File: src/rtl/mult_div_ctrl.sv
// Multicycle signed multiply/divide sequencer producing HI/LO for MULT and DIV.
// Radix-2 Booth multiplier and restoring divider, one step per clock.
module mult_div_ctrl #(
    parameter int WIDTH = 32
) (
    input  logic             clk,
    input  logic             reset,
    input  logic             mult_start,
    input  logic             div_start,
    input  logic [WIDTH-1:0] op_a,
    input  logic [WIDTH-1:0] op_b,
    output logic             busy,
    output logic             done,
    output logic             div_zero,
    output logic [WIDTH-1:0] hi,
    output logic [WIDTH-1:0] lo,
    output logic [2:0]       state_dbg
);

    // Handshake: a start is accepted only in IDLE; busy rises the next cycle and
    // stays high through the one-cycle done pulse; hi/lo are valid from done onward.
    typedef enum logic [2:0] {
        S_IDLE   = 3'd0,
        S_MULT   = 3'd1,
        S_DIV    = 3'd2,
        S_FINISH = 3'd3,
        S_DONE   = 3'd4,
        S_DZERO  = 3'd5
    } state_t;

    localparam int CW = $clog2(WIDTH + 1);

    state_t           state, state_nxt;
    logic [CW-1:0]    cnt;
    logic [WIDTH:0]   acc;
    logic [WIDTH-1:0] q;
    logic             q_m1;
    logic [WIDTH:0]   mcand;
    logic             op_div;
    logic             neg_q;
    logic             neg_r;

    logic             last_step;
    logic [WIDTH:0]   booth_sum;
    logic [WIDTH:0]   shifted;
    logic [WIDTH:0]   diff;

    function automatic logic [WIDTH-1:0] mag(input logic [WIDTH-1:0] v);
        return v[WIDTH-1] ? (~v + WIDTH'(1)) : v;
    endfunction

    assign state_dbg = state;
    assign last_step = (cnt == CW'(WIDTH - 1));

    always_ff @(posedge clk) begin
        if (reset) state <= S_IDLE;
        else       state <= state_nxt;
    end

    always_comb begin
        state_nxt = state;
        busy      = 1'b0;
        done      = 1'b0;
        div_zero  = 1'b0;
        case (state)
            S_IDLE: begin
                if (mult_start)                    state_nxt = S_MULT;
                else if (div_start && op_b != '0)  state_nxt = S_DIV;
                else if (div_start)                state_nxt = S_DZERO;
            end
            S_MULT, S_DIV: begin
                busy = 1'b1;
                if (last_step) state_nxt = S_FINISH;
            end
            S_FINISH: begin
                busy      = 1'b1;
                state_nxt = S_DONE;
            end
            S_DONE: begin
                busy      = 1'b1;
                done      = 1'b1;
                state_nxt = S_IDLE;
            end
            S_DZERO: begin
                busy      = 1'b1;
                done      = 1'b1;
                div_zero  = 1'b1;
                state_nxt = S_IDLE;
            end
            default: state_nxt = S_IDLE;
        endcase
    end

    // Booth add/sub selected by {Q0, Q-1}; the extra accumulator bit keeps the
    // carry when the multiplicand is the most-negative value.
    always_comb begin
        booth_sum = acc;
        case ({q[0], q_m1})
            2'b01:   booth_sum = acc + mcand;
            2'b10:   booth_sum = acc - mcand;
            default: booth_sum = acc;
        endcase
    end

    // Partial remainder stays below the divisor magnitude (<= 2^(WIDTH-1)),
    // so the shifted value fits and diff[WIDTH] is a valid borrow flag.
    assign shifted = {acc[WIDTH-1:0], q[WIDTH-1]};
    assign diff    = shifted - mcand;

    always_ff @(posedge clk) begin
        if (reset) begin
            cnt    <= '0;
            acc    <= '0;
            q      <= '0;
            q_m1   <= 1'b0;
            mcand  <= '0;
            op_div <= 1'b0;
            neg_q  <= 1'b0;
            neg_r  <= 1'b0;
            hi     <= '0;
            lo     <= '0;
        end else begin
            case (state)
                S_IDLE: begin
                    if (state_nxt == S_MULT) begin
                        cnt    <= '0;
                        acc    <= '0;
                        q      <= op_b;
                        q_m1   <= 1'b0;
                        mcand  <= {op_a[WIDTH-1], op_a};
                        op_div <= 1'b0;
                    end else if (state_nxt == S_DIV) begin
                        cnt    <= '0;
                        acc    <= '0;
                        q      <= mag(op_a);
                        q_m1   <= 1'b0;
                        mcand  <= {1'b0, mag(op_b)};
                        op_div <= 1'b1;
                        neg_q  <= op_a[WIDTH-1] ^ op_b[WIDTH-1];
                        neg_r  <= op_a[WIDTH-1];
                    end
                end
                S_MULT: begin
                    acc  <= {booth_sum[WIDTH], booth_sum[WIDTH:1]};
                    q    <= {booth_sum[0], q[WIDTH-1:1]};
                    q_m1 <= q[0];
                    cnt  <= cnt + CW'(1);
                end
                S_DIV: begin
                    if (diff[WIDTH]) begin
                        acc <= shifted;
                        q   <= {q[WIDTH-2:0], 1'b0};
                    end else begin
                        acc <= diff;
                        q   <= {q[WIDTH-2:0], 1'b1};
                    end
                    cnt <= cnt + CW'(1);
                end
                S_FINISH: begin
                    if (op_div) begin
                        lo <= neg_q ? -q : q;
                        hi <= neg_r ? -acc[WIDTH-1:0] : acc[WIDTH-1:0];
                    end else begin
                        hi <= acc[WIDTH-1:0];
                        lo <= q;
                    end
                end
                default: ;
            endcase
        end
    end

endmodule

File: config.mk
export PLATFORM = sky130hd
export DESIGN_NAME = mult_div_ctrl
export DESIGN_NICKNAME = d
export VERILOG_FILES = /design/src/rtl/mult_div_ctrl.sv
export SDC_FILE = /design/constraint.sdc
export NUM_CORES = 1
export LEC_CHECK = 0
export ABC_AREA = 1
export CORE_MARGIN = 2
export CORE_UTILIZATION = 63
export CTS_BUF_LIST = sky130_fd_sc_hd__clkbuf_8
export DETAILED_ROUTE_END_ITERATION = 6
export PLACE_DENSITY_LB_ADDON = 0.2
export SYNTH_ARGS = -nofsm -noshare
export SYNTH_HDL_FRONTEND = slang
export SYNTH_SLANG_ARGS = --single-unit
File: constraint.sdc
create_clock -name clk -period 5.3 [get_ports clk]
set_input_delay 1.06 -clock clk [delete_from_list [all_inputs] [get_ports clk]]
set_output_delay 1.06 -clock clk [all_outputs]
set_load 0.005 [all_outputs]
==> impl_results.md, run 1 <==
* Worst Hold Class: register to register
* Cell Area, Synth at 0.0168 sq mm
* Leakage at 8.97 nW
* Die width at 167 microns
* Final antenna-violating net count at 0
* Max incr delay on CP at 0.39 ns
* WP data arrival at 4.81 ns
* Starting density of the core at 0.643
* Port Buffers at 137
* Overflow after GRT at 0
* # rows at 59
* Min Tclk post-route at 4.42 ns
* Setup-failing EPs final at 0
* Syn nets at 3084
* I/O pin count at 138
* Syn. warnings at 0
* Clk sinks at 175
* Met1 Use GR at 0.487
* R2r setup slk at 0.88 ns
* Setup ws final at 0.883 ns
* Largest net degree at the start of global routing at 120
* GRT Util Overall at 0.420
* Final Instance Count excl. Fillers at 3350
* Post-CTS Hold Buffers at 0
* Post-CTS setup buffer count at 0
* CP Class: register to register
* DRC Markers at 0
* Clock tree from TritonCTS: built
* Syn avg cell area at 5.70 sq um
* Post-layout util at 0.716
* PostCTS Resize Cnt at 0
* Status: finished, final reports clean
* H-Tree Depth at 4
* Syn-to-layout area delta at 11.3%
* Met2 usage at 0.683
* Post-Syn Instances at 2943
* Via count at 20000
* Asr flop ratio synth at 0
* Area contributors post-synth: dfxtp_1 (21%), nand2_1 (16%), nor2_1 (11%)
* Netlist cell types at 41
* FF/Latch Area at 0.00350 sq mm
* Pwr Total at 7.65 mW
* Met3 Use GR at 0.0643
* CP cell instances: inv_1 -> ha_1 -> nand2_1 -> nor2_1 -> nor2_1 -> a21oi_1 -> o21ai_0 -> nor2_1 -> o21ai_0 -> a21oi_1 -> xor2_1 -> ha_1 -> nand2_1 -> nor2_1 -> nand2_1 -> nor3_1 -> nand2_1 -> nand3_1 -> nand2_1 -> o21ai_0 -> nand2_1 -> nor2_1 -> nor2_1
* Wirelength per Cell at 18.1 microns
* PwrDens at 410 mW/mm^2
* Die area at 0.0279 sq mm
* DR pass1 iterations at 6
* Vias in the first global route at 18600
* Top FF cell, synth: dfxtp_1
* First-pass GRT wire length at 94200 microns
* Multi-input gate area at 0.0114 sq mm
* Synth area leader: dfxtp_1
* Startpoint Class: register
* Cells after DPL at 3318
* Final nets at 3143
* Placer Congestion at 1.10
* Synth Register Bits at 175
* Max Fclk at 226 MHz
* Place WS at 0.654 ns
* CP required at 5.69 ns
* TritonCTS buffer count at 17
* Initial antenna violation count at 0
* Ant. Diodes at 0
* Clock Tree Buf Depth at 2
* Worst clock skew at 0.0282 ns
* Core Region at 0.0261 sq mm
* Top cell type's share of synthesized area at 0.209
* Slowest CP cell: ha_1
* Max Cap Violations at 0
* Number of synthesized flops with an enable pin at 0
* Die Y at 167 microns
* RSZ-0062 raised after global routing: no
* Final Max Tran Viols at 0
* Reg clk slew, reported paths at 0.12 ns
* CP max FO at 5
* Slew HR at 0.233
* Worst Tran Pin Value at 1.15 ns
* Setup crit end kind: register
* Detailed Place HPWL at 46600 microns
* GRT busiest layer: met2
* Max VDD drop at 0.000400 V
* Initial drt markers at 2122
* Final Cycle Share at 0.833
* Setup TNS Final at 0 ns
* Hold Violations, Final at 0
* Buffer type at the clock tree root: clkbuf_8
* Fill cells at 2385
* Register area share after synthesis at 0.209
* Clock Latency Late Sink at 0.50 ns
* DR vias/cell at 5.98
* Routed WL at 60500 microns
* Share of cells above drive strength 1 at 0.0249
## kinds of logic after synthesis
kind of cell | synth area share
muxes | 0.000597
and+or+nand+nor | 0.372
buffers and inverters | 0.112
AOI/OAI and AO/OA | 0.182
DFF | 0.209
adders and majority gates | 0.0554
xor gates and xnor gates | 0.0690
## sequential cells by signal, summed over array words and instances, names as in the netlist
signal	cells
acc	33
cnt	6
hi	32
lo	32
mcand	33
neg_q	1
neg_r	1
op_div	1
q	32
q_m1	1
state_dbg	3
## routing by layer
metal / share of wire / routed length [microns]
met2: 0.44 / 26700
met5: 0 / 0
met4: 0.098 / 5920
met3: 0.087 / 5240
met1: 0.37 / 22700
## cells in the mapped netlist (4+ instances only)
library cell,n
a21o_1,7
a21oi_1,190
a31oi_1,9
buf_1,12
buf_2,25
buf_6,5
clkbuf_1,70
dfxtp_1,175
ha_1,71
inv_1,367
nand2_1,712
nand3_1,189
nand3b_1,8
nand4_1,37
nor2_1,498
nor3_1,39
nor4_1,8
o211ai_1,20
o21a_1,4
o21ai_0,255
o21ai_1,11
o21bai_1,10
o221ai_1,20
o22ai_1,32
or2_2,12
xnor2_1,28
xor2_1,104
## worst max-delay path: cells and delay by family, from the launching register on
kind	cells	cell delay (ns)
adders and majority gates	2	0.61
and+or+nand+nor	14	1.75
AOI/OAI and AO/OA	5	1.34
buffers and inverters	1	0.17
xor gates and xnor gates	1	0.14
DFF	1	0.33
## power breakdown
part           total [mW]  switching [mW]  leakage, nW  internal, mW
clock                1.07           0.686        0.220         0.384
combinational        4.81            3.33         7.31          1.47
sequential           1.78           0.297         1.43          1.48
## layout make-up
cell class | count | area share
Clock inverter | 15 | 0.0117
Sequential cell | 175 | 0.188
Tap cell | 335 | 0.0225
Inverter | 371 | 0.0747
Multi-Input combinational cell | 2285 | 0.610
Clock buffer | 17 | 0.0125
Timing Repair Buffer | 152 | 0.0802
## through the flow
step / hold slack (ns) / area [sq um]
floorplan: 0.453 / 16800
global placement: 0.471 / 18200
detailed placement: 0.477 / 18200
CTS: 0.494 / 18600
global route: 0.527 / 18600
finish: 0.497 / 18600
## path summary, 6_finish.rpt
kind | startpoint | to | depth (start not counted)
setup / recovery | mcand[1] | acc[29] | 23
hold / removal | q_m1 | q_m1 | 2
setup reg to reg | mcand[1] | acc[29] | 23
hold reg to reg | q_m1 | q_m1 | 2
## cells in the final DEF (no fill, tap or decap), types with 9 or more instances in the layout
cell             Yosys  final
nand4_1             37     37
a21oi_1            190    190
xnor2_1             28     28
a31oi_1              9      9
nand2_1            712    712
o21ai_1             11     11
nand3_1            189    189
o221ai_1            20     20
clkdlybuf4s50_1      0    137
buf_4                0     14
or2_2               12     12
o22ai_1             32     32
o211ai_1            20     20
nor3_1              39     39
nor2_1             498    497
ha_1                71     71
dfxtp_1            175    175
clkbuf_8             0     17
xor2_1             104    104
o21ai_0            255    255
o21bai_1            10     10
inv_1              367    366
Power figures use the tool's default switching activity.
==> run 2: changes to the inputs <==
- CORE_UTILIZATION: 63 -> 61
- clock period: 5.3 -> 4.35 ns (I/O delays scaled with it)
==> run 2 against run 1 <==
  * The run now ends with design-rule violations left
  * Total power rose by 23%
  * Core utilization fell by 1.8 points
  * Design area up 0.76%
  * Highest routed layer unchanged
==> impl_results.md, run 2 (same netlist as run 1, synthesis figures left out) <==
* Status: finished with violations
* Failing checks: design-rule violations
* Die width at 170 microns (+1.6%)
* Routed WL at 62300 microns (+2.9%)
* CP required at 4.74 ns (-0.95 ns)
* Final Instance Count excl. Fillers at 3373 (+0.69%)
* CP Class: register to register
* Post-CTS Hold Buffers at 0 (unchanged)
* Placer Congestion at 1.10 (+0.11%)
* FF-to-FF Start: q[0]
* Clock tree from TritonCTS: built
* Setup TNS Final at 0 ns (unchanged)
* Core Region at 0.0270 sq mm (+3.4%)
* DR vias/cell at 6.02 (+0.81%)
* WP data arrival at 4.55 ns (-0.26 ns)
* Clock Latency Late Sink at 0.50 ns (about the same)
* H-Tree Depth at 4 (unchanged)
* TritonCTS buffer count at 17 (unchanged)
* Final nets at 3160 (+0.54%)
* Reg2reg end: acc[15]
* Biggest regs: acc: 33 flops, mcand: 33 flops
* R2r setup slk at 0.19 ns (-0.69 ns)
* Starting density of the core at 0.622 (-0.0213)
* Worst clock skew at 0.0146 ns (-0.0136 ns)
* Min Tclk post-route at 4.16 ns (-0.258 ns)
* CP max FO at 15 (+10)
* Vias in the first global route at 18800 (+1.4%)
* FF-to-FF path depth at 18 (-22%)
* Origin of the worst setup path: q[0]
* Leakage at 9.05 nW (+0.93%)
* Via count at 20300 (+1.5%)
* Clock Tree Buf Depth at 2 (unchanged)
* Initial drt markers at 2662 (+25%)
* Final Cycle Share at 0.956 (+0.123)
* Largest net degree at the start of global routing at 92 (-23%)
* Max Cap Violations at 0 (unchanged)
* Clk sinks at 175 (unchanged)
* Die Y at 170 microns (+1.6%)
* Overflow after GRT at 0 (unchanged)
* CP Capture Point: acc[15]
* PwrDens at 501 mW/mm^2 (+22%)
* Placement Cell Area at 0.0183 sq mm (+0.77%)
* # rows at 60 (+1.7%)
* Setup-failing EPs final at 0 (unchanged)
* Final antenna-violating net count at 0 (unchanged)
* Syn-to-layout area delta at 12.1%
* Buffer type at the clock tree root: clkbuf_8
* Setup crit end kind: register
* I/O pin count at 138 (unchanged)
* Worst Tran Pin Value at 0.958 ns (-0.191 ns)
* Initial antenna violation count at 0 (unchanged)
* Port Buffers at 137 (unchanged)
* Ant. Diodes at 0 (unchanged)
* First-pass GRT wire length at 97100 microns (+3.1%)
* DR pass1 iterations at 7 (+1)
* Startpoint Class: register
* Most common cell after layout, fill and taps aside: nand2_1
* Share of cells above drive strength 1 at 0.0313 (+0.00646)
* Slew HR at 0.361 (+0.128)
* Max VDD drop at 0.000329 V (-18%)
* Design Area, Final at 0.0188 sq mm (+0.76%)
* Worst Hold Class: register to register
* Die area at 0.0288 sq mm (+3.2%)
* Most frequent cells in the layout: nand2_1 (712), nor2_1 (495), inv_1 (366)
* Cells after DPL at 3340 (+0.66%)
* Wirelength per Cell at 18.5 microns (+2.2%)
* Final Max Tran Viols at 0 (unchanged)
* Hold Violations, Final at 0 (unchanged)
* Max Fclk at 240 MHz (+6.2%)
* GRT Util Overall at 0.429 (+0.00889)
* DRC Markers at 4 (+4)
* Reg clk slew, reported paths at 0.11 ns (about the same)
* Detailed Place HPWL at 48200 microns (+3.4%)
[run 2: changes by cell type in the layout (fill, tap and decap cells not counted), sizes merged]
cell      previous run  this run
buf                 15        32
clkbuf              17        18
bufinv               0         1
clkinvlp             0         1
clkinv              10         7
[run 2: stage by stage]
step	setup WS (ns)	power, mW	utilization	hold WS (ns)
6_report	0.191	9.42	0.697	0.511
5_1_grt	-0.0104	10.1	0.697	0.525
4_1_cts	0.314	9.13	0.697	0.505
3_5_place_dp	0.338	7.87	0.680	0.482
3_3_place_gp	0.466	7.79	0.680	0.469
2_1_floorplan	1.07	6.09	-	0.453
[run 2: metal layers]
layer	up-vias	wire, microns	track usage	share of wire
met1	9165	23200	0.499	0.37
met2	1178	28200	0.702	0.45
met5	-	0	0	0
met3	318	5270	0.0711	0.085
li1	9658	-	-	-
met4	0	5670	0.340	0.091
[run 2: cell type report]
class                           instances  area [sq um]
Sequential cell                       175          3500
Tap cell                              341           427
Fill cell                            2479          8160
Inverter                              371          1390
Multi-Input combinational cell       2285         11400
Timing Repair Buffer                  169          1640
Clock inverter                         14           189
Clock buffer                           18           248
[run 2: worst min path at each step]
stage               startpoint  endpoint  slack, ns  cells after the start
floorplan               op_div    op_div       0.45                      2
global placement        cnt[1]    cnt[1]       0.47                      2
detailed placement      cnt[2]    cnt[2]       0.48                      2
CTS                     cnt[2]    cnt[2]       0.51                      2
global route             neg_q     neg_q       0.52                      2
finish                  cnt[2]    cnt[2]       0.51                      2
[run 2: what timing repair did]
action	4_1_cts	5_1_grt
setup endpoints to repair	0	7
gates resized for setup	0	4
buffers inserted	0	1
[run 2: critical path, cell delays in order, from the launching register on]
cell,delay (ns)
dfxtp_1,0.42
ha_1,0.49
inv_1,0.13
buf_4,0.23
nand2_1,0.13
o21ai_0,0.13
xor2_1,0.40
ha_1,0.38
nand2_1,0.15
inv_1,0.05
a21oi_1,0.19
nand2_1,0.15
nand2_1,0.09
nand2_1,0.15
xor2_1,0.18
o21ai_0,0.50
nand2_1,0.11
nor2_1,0.11
nor2_1,0.05
[run 2: where the power goes]
| part | internal, mW | leakage [nW] | switching [mW] |
|---|---|---|---|
| Clock | 0.513 | 0.217 | 0.754 |
| Combinational | 1.86 | 7.40 | 4.14 |
| Sequential | 1.81 | 1.43 | 0.352 |
| Total | 4.17 | 9.05 | 5.25 |
